[src/rtl/aes_decrypt_sched.sv]
// aes_decrypt_sched: round-robin request scheduler, tag tracker and credit-protected result FIFO for the pipelined aes_decrypt core
//   clk, rst (sync, active-high)
//   req_valid/req_ready/req_ct : NREQ requesters, one-hot grant, ciphertext i at [128*i +: 128]
//   key_wr/key_in/key_ready    : key change, accepted only once the core pipeline is empty
//   core_load/core_ct/core_key : registered issue to the core
//   core_pt_valid/core_pt      : core result, LAT = Nr+2 cycles after core_load
//   rsp_valid/rsp_ready/rsp_pt/rsp_id : in-order plaintext responses from the FIFO head
//   err                        : sticky tag/result mismatch
//   AES_DEC_SCHED_RR_EN defined selects round-robin; undefined selects fixed priority (lowest index)
module aes_decrypt_sched #(
    parameter int NREQ  = 4,
    parameter int Nk    = 4,
    parameter int Nr    = Nk + 6,
    parameter int DEPTH = 16
) (
    input  logic                    clk,
    input  logic                    rst,
    input  logic [NREQ-1:0]         req_valid,
    output logic [NREQ-1:0]         req_ready,
    input  logic [128*NREQ-1:0]     req_ct,
    input  logic                    key_wr,
    input  logic [32*Nk-1:0]        key_in,
    output logic                    key_ready,
    output logic                    core_load,
    output logic [127:0]            core_ct,
    output logic [32*Nk-1:0]        core_key,
    input  logic                    core_pt_valid,
    input  logic [127:0]            core_pt,
    output logic                    rsp_valid,
    input  logic                    rsp_ready,
    output logic [127:0]            rsp_pt,
    output logic [$clog2(NREQ)-1:0] rsp_id,
    output logic                    err
);
    localparam int LAT = Nr + 2;
    localparam int IDW = $clog2(NREQ);
    localparam int CW  = $clog2(DEPTH + 1);
    localparam int PW  = (DEPTH > 1) ? $clog2(DEPTH) : 1;

    typedef enum logic {RUN, DRAIN} state_e;

    state_e           state_q, state_d;
    logic [IDW-1:0]   rr, off, gnt_id;
    logic [IDW:0]     sum;
    logic [NREQ-1:0]  rot;
    logic             gnt_any, issue_ok, hs, tv, push, pop;
    logic [CW:0]      credit_used;
    logic [CW-1:0]    inflight_q, inflight_d, fifo_cnt_q;
    logic [IDW:0]     tag_q [LAT+1];
    logic [127:0]     fifo_pt [DEPTH];
    logic [IDW-1:0]   fifo_id [DEPTH];
    logic [PW-1:0]    wr_ptr_q, rd_ptr_q;
    logic             core_load_q, err_q;
    logic [127:0]     core_ct_q;
    logic [32*Nk-1:0] core_key_q;

`ifdef AES_DEC_SCHED_RR_EN
    logic [IDW-1:0] rr_q;
    assign rr = rr_q;
    always_ff @(posedge clk) begin
        if (rst) rr_q <= '0;
        else if (hs) rr_q <= (gnt_id == IDW'(NREQ - 1)) ? '0 : gnt_id + 1'b1;
    end
`else
    assign rr = '0;
`endif

    // Rotate the request vector so bit 0 is the requester at the pointer, pick the
    // lowest set bit, then rotate the offset back into a requester index.
    always_comb begin
        rot     = NREQ'({req_valid, req_valid} >> rr);
        gnt_any = |req_valid;
        off     = '0;
        for (int k = NREQ - 1; k >= 0; k--) off = rot[k] ? IDW'(k) : off;
        sum     = {1'b0, rr} + {1'b0, off};
        gnt_id  = (sum >= (IDW+1)'(NREQ)) ? IDW'(sum - (IDW+1)'(NREQ)) : IDW'(sum);
    end

    // FIFO occupancy ignores a same-cycle pop so a result can never find the FIFO full.
    assign credit_used = {1'b0, inflight_q} + {1'b0, fifo_cnt_q};
    assign issue_ok    = (state_q == RUN) && !key_wr && (credit_used < (CW+1)'(DEPTH));
    assign hs          = issue_ok && gnt_any;
    assign req_ready   = hs ? (NREQ'(1) << gnt_id) : '0;

    assign tv         = tag_q[LAT][IDW];
    assign push       = core_pt_valid && tv;
    assign inflight_d = inflight_q + CW'(hs) - CW'(tv);

    assign rsp_valid = fifo_cnt_q != '0;
    assign pop       = rsp_valid && rsp_ready;
    assign rsp_pt    = rsp_valid ? fifo_pt[rd_ptr_q] : '0;
    assign rsp_id    = rsp_valid ? fifo_id[rd_ptr_q] : '0;

    always_comb begin
        key_ready = (inflight_q == '0) && (state_q == DRAIN || key_wr);
        state_d   = key_ready ? RUN : ((key_wr || state_q == DRAIN) ? DRAIN : RUN);
    end

    always_ff @(posedge clk) begin
        if (rst) begin
            state_q     <= RUN;
            inflight_q  <= '0;
            fifo_cnt_q  <= '0;
            wr_ptr_q    <= '0;
            rd_ptr_q    <= '0;
            core_load_q <= 1'b0;
            core_ct_q   <= '0;
            core_key_q  <= '0;
            err_q       <= 1'b0;
            for (int k = 0; k <= LAT; k++) tag_q[k] <= '0;
        end else begin
            state_q     <= state_d;
            inflight_q  <= inflight_d;
            fifo_cnt_q  <= fifo_cnt_q + CW'(push) - CW'(pop);
            wr_ptr_q    <= push ? ((wr_ptr_q == PW'(DEPTH - 1)) ? '0 : wr_ptr_q + 1'b1) : wr_ptr_q;
            rd_ptr_q    <= pop ? ((rd_ptr_q == PW'(DEPTH - 1)) ? '0 : rd_ptr_q + 1'b1) : rd_ptr_q;
            core_load_q <= hs;
            core_ct_q   <= hs ? req_ct[128*gnt_id +: 128] : core_ct_q;
            core_key_q  <= key_ready ? key_in : core_key_q;
            err_q       <= err_q || (core_pt_valid != tv);
            tag_q[0]    <= {hs, gnt_id};
            for (int k = 1; k <= LAT; k++) tag_q[k] <= tag_q[k-1];
        end
    end

    always_ff @(posedge clk) begin
        if (push) begin
            fifo_pt[wr_ptr_q] <= core_pt;
            fifo_id[wr_ptr_q] <= tag_q[LAT][IDW-1:0];
        end
    end

    assign core_load = core_load_q;
    assign core_ct   = core_ct_q;
    assign core_key  = core_key_q;
    assign err       = err_q;
endmodule

[config.mk]
export PLATFORM = sky130hd
export DESIGN_NAME = aes_decrypt_sched
export DESIGN_NICKNAME = d
export VERILOG_FILES = /design/src/rtl/aes_decrypt_sched.sv
export SDC_FILE = /design/constraint.sdc
export NUM_CORES = 2
export LEC_CHECK = 0
export BUFFER_PORTS_ARGS = -buffer_cell sky130_fd_sc_hd__buf_2
export CELL_PAD_IN_SITES_DETAIL_PLACEMENT = 2
export CELL_PAD_IN_SITES_GLOBAL_PLACEMENT = 2
export CORE_MARGIN = 2
export CORE_UTILIZATION = 43
export CTS_CLUSTER_SIZE = 24
export DETAILED_ROUTE_END_ITERATION = 10
export GPL_TIMING_DRIVEN = 0
export HOLD_SLACK_MARGIN = 0.1
export PLACE_DENSITY = 0.84
export SLEW_MARGIN = 20
export SYNTH_ARGS = -nofsm -noshare
export SYNTH_HDL_FRONTEND = slang
export SYNTH_SLANG_ARGS = --single-unit
[constraint.sdc]
create_clock -name clk -period 5.4 [get_ports clk]
set_input_delay 0 -clock clk [delete_from_list [all_inputs] [get_ports clk]]
set_output_delay 0 -clock clk [all_outputs]
set_load 0.02 [all_outputs]
==> results of run 1 <==
kinds of logic after synthesis:
| logic type | after synthesis | share of synthesized area, % |
|---|---|---|
| XOR/XNOR | 7 | 0.0650 |
| AND/OR/NAND/NOR | 463 | 2.10 |
| flip-flops | 2399 | 73.0 |
| adder cells (fa/ha/maj) | 24 | 0.334 |
| buffers and inverters | 547 | 2.50 |
| multiplexers | 828 | 14.4 |
| AO/OA/AOI/OAI | 1108 | 7.56 |
metrics by stage:
step	setup slack (ns)	cells	instance area, um^2	TNS, ns	utilization [%]
2_1_floorplan	0.850	5376	94300	0	-
3_3_place_gp	-3.45	9396	104000	-6958.29	47.7
3_5_place_dp	1.52	9460	105000	0	48.4
4_1_cts	0.401	10715	121000	0	55.8
repair_timing:
| item | CTS |
|---|---|
| setup endpoints to repair | 0 |
| hold buffers | 784 |
| endpoints found under the hold margin | 2357 |
cell usage after synthesis (all sizes together), types with 22 or more instances:
master  number  area share (%)
a21oi      441             2.3
o32ai       47            0.44
a221o      128             1.4
nor2b       43            0.29
clkbuf     222            0.88
ha          22            0.29
inv        150            0.60
mux2i      402             4.3
nand2      359             1.4
o22ai       83            0.55
edfxtp    2080              66
a22oi      128             1.0
o21ai      144            0.76
mux4       426              10
buf        175             1.0
a211oi     129             1.0
dfxtp      319             6.8
==> metrics.txt, run 1 <==
initial antenna violation count 280; post-cts sizing count 0; Routability Congestion 1.03; Setup Buffers After CTS 0; # rows 171; Distinct cells, synth 45; clock buffer depth 4; post-synthesis sequential area ratio 73.0%; Chip Width 472 um; Post-synth top flop edfxtp_1; # H-tree levels 5; stop err [ERROR DPL-0033] detailed placement checks failed during check placement.; failing step global routing (5_1_grt); I/O Buffers 1166; synth warn 0; IO Pins 1171; CTS Buf Count 274; Avg Cell Area, Syn 17.5 um^2; Syn Inst Count 5376; asr flop ratio synth 0%; clock root buffer clkbuf_16; WEP type primary output; Die H 472 um; pin count of the biggest net entering global routing 38; outcome stopped before the end; post-detail-place hpwl 385000 um; initial cell density of the core 43.3%; worst_ep grt rsp_pt[108]; register bit total from synthesis 2399; syn nets 6177; Post-synth EDFFs 2080; clock sink total 2399; Netlist Area Pre-Place 94300 um^2
==> run 2, diff against run 1 <==
Settings changed: CELL_PAD_IN_SITES_DETAIL_PLACEMENT 2 to unset, CELL_PAD_IN_SITES_GLOBAL_PLACEMENT 2 to unset, CORE_UTILIZATION 43 to 36, CTS_CLUSTER_SIZE 24 to unset, HOLD_SLACK_MARGIN 0.1 to unset, PLACE_DENSITY 0.84 to unset, PLACE_DENSITY_LB_ADDON set to 0.15.
==> run 2 against run 1 <==
Effect of this change:
- the flow now finishes without violations
- synthesized cell count stayed put
- synthesized area stayed put
==> metrics.txt, run 2 <==
outcome complete, no violations (was stopped before the end); Die ar. 266000 um^2; CP endpoint kind output port; clock buffer depth 4 (unchanged); layout cells sized above 1 29.1%; post-synth top area share 66.2% (unchanged); Slew Viols, Final 0; pin count of the biggest net entering global routing 36; synth warn 0 (unchanged); I/O Buffers 1166 (unchanged); final instance area 122000 um^2; Avg Cell Area, Syn 17.5 um^2 (unchanged); Slew Limit Headroom 14.6%; initial antenna violation count 213; WP data required 5.40 ns; worst slack, placed 1.44 ns (was 1.52 ns); HP Class in2reg; Critical Path Fanout Max 10; Layout Skew 0.0686 ns; via count 63033; PnR worst setup slack 0.660 ns; fmax 211 MHz; Post-synth EDFFs 2080 (unchanged); Storage cell area 68800 um^2; largest reg by FF count fifo_pt; Worst EP arrival 4.74 ns; 1st-pass router iterations 6; per-cell routed wire length 39.3 um; Placed Instance Area 107000 um^2 (was 105000 um^2); Setup Buffers After CTS 0 (unchanged); # setup viols final 0; core area 260000 um^2; drt initial violations 7068; Static Leak 43.6 nW; Area Overhead vs Synth 29.2%; CP cell instances buf_2, buf_2, nor2_1, clkbuf_1, nand2_1, o21ai_0, o32ai_1, buf_2; # H-tree levels 5 (unchanged); post-synthesis sequential area ratio 73.0% (unchanged); CTS Buf Count 277 (was 274); asr flop ratio synth 0% (unchanged); largest family of logic cells by synthesized area multiplexers (unchanged); most frequent CP cell buf_2; min Tclk post-route 4.74 ns; Synth area leaders edfxtp_1, mux4_2, dfxtp_1 (unchanged); CTS tree yes; DRC Markers 0; final hold vios 0; Total Wirelength 444000 um; number of global-route vias before repair 61246; total grt overflow 0; Layout Nets 8337; # rows 187 (was 171); clock sink total 2399 (unchanged); Max VDD drop 305 uV; worst skew pair latency 0.86 ns; Setup Crit Path Kind reg2out; most frequent cells in the layout edfxtp_1, buf_2, dlygate4sd3_1; Routability Congestion 1.03 (about the same); IO Pins 1171 (unchanged); top post-synthesis cells by count edfxtp_1, a21oi_1, mux4_2 (unchanged); vias per cell 5.57; commonest non-fill, non-tap cell in the layout edfxtp_1; Tot GR Track Use 32.6%; CP top delay family buffers and inverters; complex-gate fraction of the synthesized area 7.56% (unchanged); simple-gate area share of the yosys netlist 2.10% (unchanged); count leader, synth edfxtp_1 (unchanged); Synth Area in Adders 0.334% (unchanged); xor/xnor share of the synthesized area 0.0650% (unchanged); Max stage delay on crit path 0.94 ns; Post-synth top flop edfxtp_1 (unchanged); slowest stage cell, crit path o32ai_1; P per Cell Area 439 nW/um^2; maxcap violations 0; RSZ-0062 raised after global routing false; Fillers 23129; Netlist Area Pre-Place 94300 um^2 (unchanged); first-pass GRT wire length 575000 um; mux share of post-synthesis cell area 14.4% (unchanged); syn nets 6177 (unchanged); Buf/Inv on CP 4; multi-input logic area 23200 um^2; Distinct cells, synth 45 (unchanged); Synth area leader edfxtp_1 (unchanged); register clock-pin slew on the reported worst setup and hold paths 0.06 ns; Largest register FFs 2048; Startpoint Class flop; Chip Width 516 um (was 472 um); Syn Inst Count 5376 (unchanged); Post-DRT Antenna Nets 0; Tightest Pin Transition 1.28 ns; initial cell density of the core 36.3% (was 43.3%); clock root buffer clkbuf_16 (unchanged); Die H 516 um (was 472 um); post-detail-place hpwl 333000 um (was 385000 um); register bit total from synthesis 2399 (unchanged); Final Cycle Share 87.8%
## run 2: final cells by class
type | instances | share of cell area [%]
sequential | 2399 | 56.5
antenna | 88 | 0.181
clock inverter | 130 | 1.11
inverter | 150 | 0.462
tap | 3496 | 3.59
clock buffer | 351 | 6.11
timing repair buffer | 1881 | 11.6
buffer | 397 | 1.49
multi-input combinational | 2430 | 19.0
## run 2: power breakdown
part / total [mW] / internal [mW] / switching [mW]
logic: 13.8 / 4.58 / 9.19
registers: 21.2 / 20.8 / 0.407
clock network: 18.5 / 10.8 / 7.68
## run 2: worst paths after layout
check | cells past startpoint | slack [ns] | to | startpoint
max | 8 | 0.66 | rsp_pt[9] | flop
min | 5 | 0.02 | core_ct[52] | req_ct[436]
max reg2reg | 14 | 1.88 | fifo_cnt_q[4] | fifo_cnt_q[2]
min reg2reg | 1 | 0.41 | tag_q[10][2] | tag_q[9][2]
## run 2: stage by stage
stage	power (mW)	std cells	utilization, %	hold slack (ns)	TNS (ns)
6_report	53.5	11322	46.9	0.0249	0
5_1_grt	55.1	11268	46.8	0.0114	0
4_1_cts	53.8	11232	46.8	0.000326	0
3_5_place_dp	34.8	10129	41.0	0.248	0
3_3_place_gp	34.8	10038	40.2	0.242	-8619.52
2_1_floorplan	28.7	5376	-	0.0989	0
## run 2: logic make-up after synthesis
logic type,Yosys count
buffers and inverters,547
DFF,2399
adders and majority gates,24
AOI/OAI and AO/OA,1108
and+or+nand+nor,463
muxes,828
xor gates and xnor gates,7
## run 2: worst reg2reg max path, stage by stage (launching register included)
cell	delay (ns)
dfxtp_1	0.33
inv_1	0.08
ha_1	0.13
or4b_1	0.50
clkbuf_1	0.38
nand2_1	0.28
inv_1	0.11
ha_1	0.29
inv_1	0.04
ha_1	0.20
fa_1	0.44
a21oi_1	0.15
nor2_1	0.06
or3_1	0.34
a21oi_1	0.14
## run 2: what timing repair did
action | CTS | global route
hold endpoints to repair | 2349 | 1
resized for setup | 0 | 0
hold buffers | 622 | 1
## run 2: per-layer routing
layer  vias to the layer above  routed length [um]  track usage [%]
li1                      26090                   -                -
met1                     33194              183000             43.2
met2                      2913              200000             50.0
met3                       802               36000             8.44
met4                        34               24900             15.3
met5                         -                 230           0.0731
(Power assumes the default switching activity.)
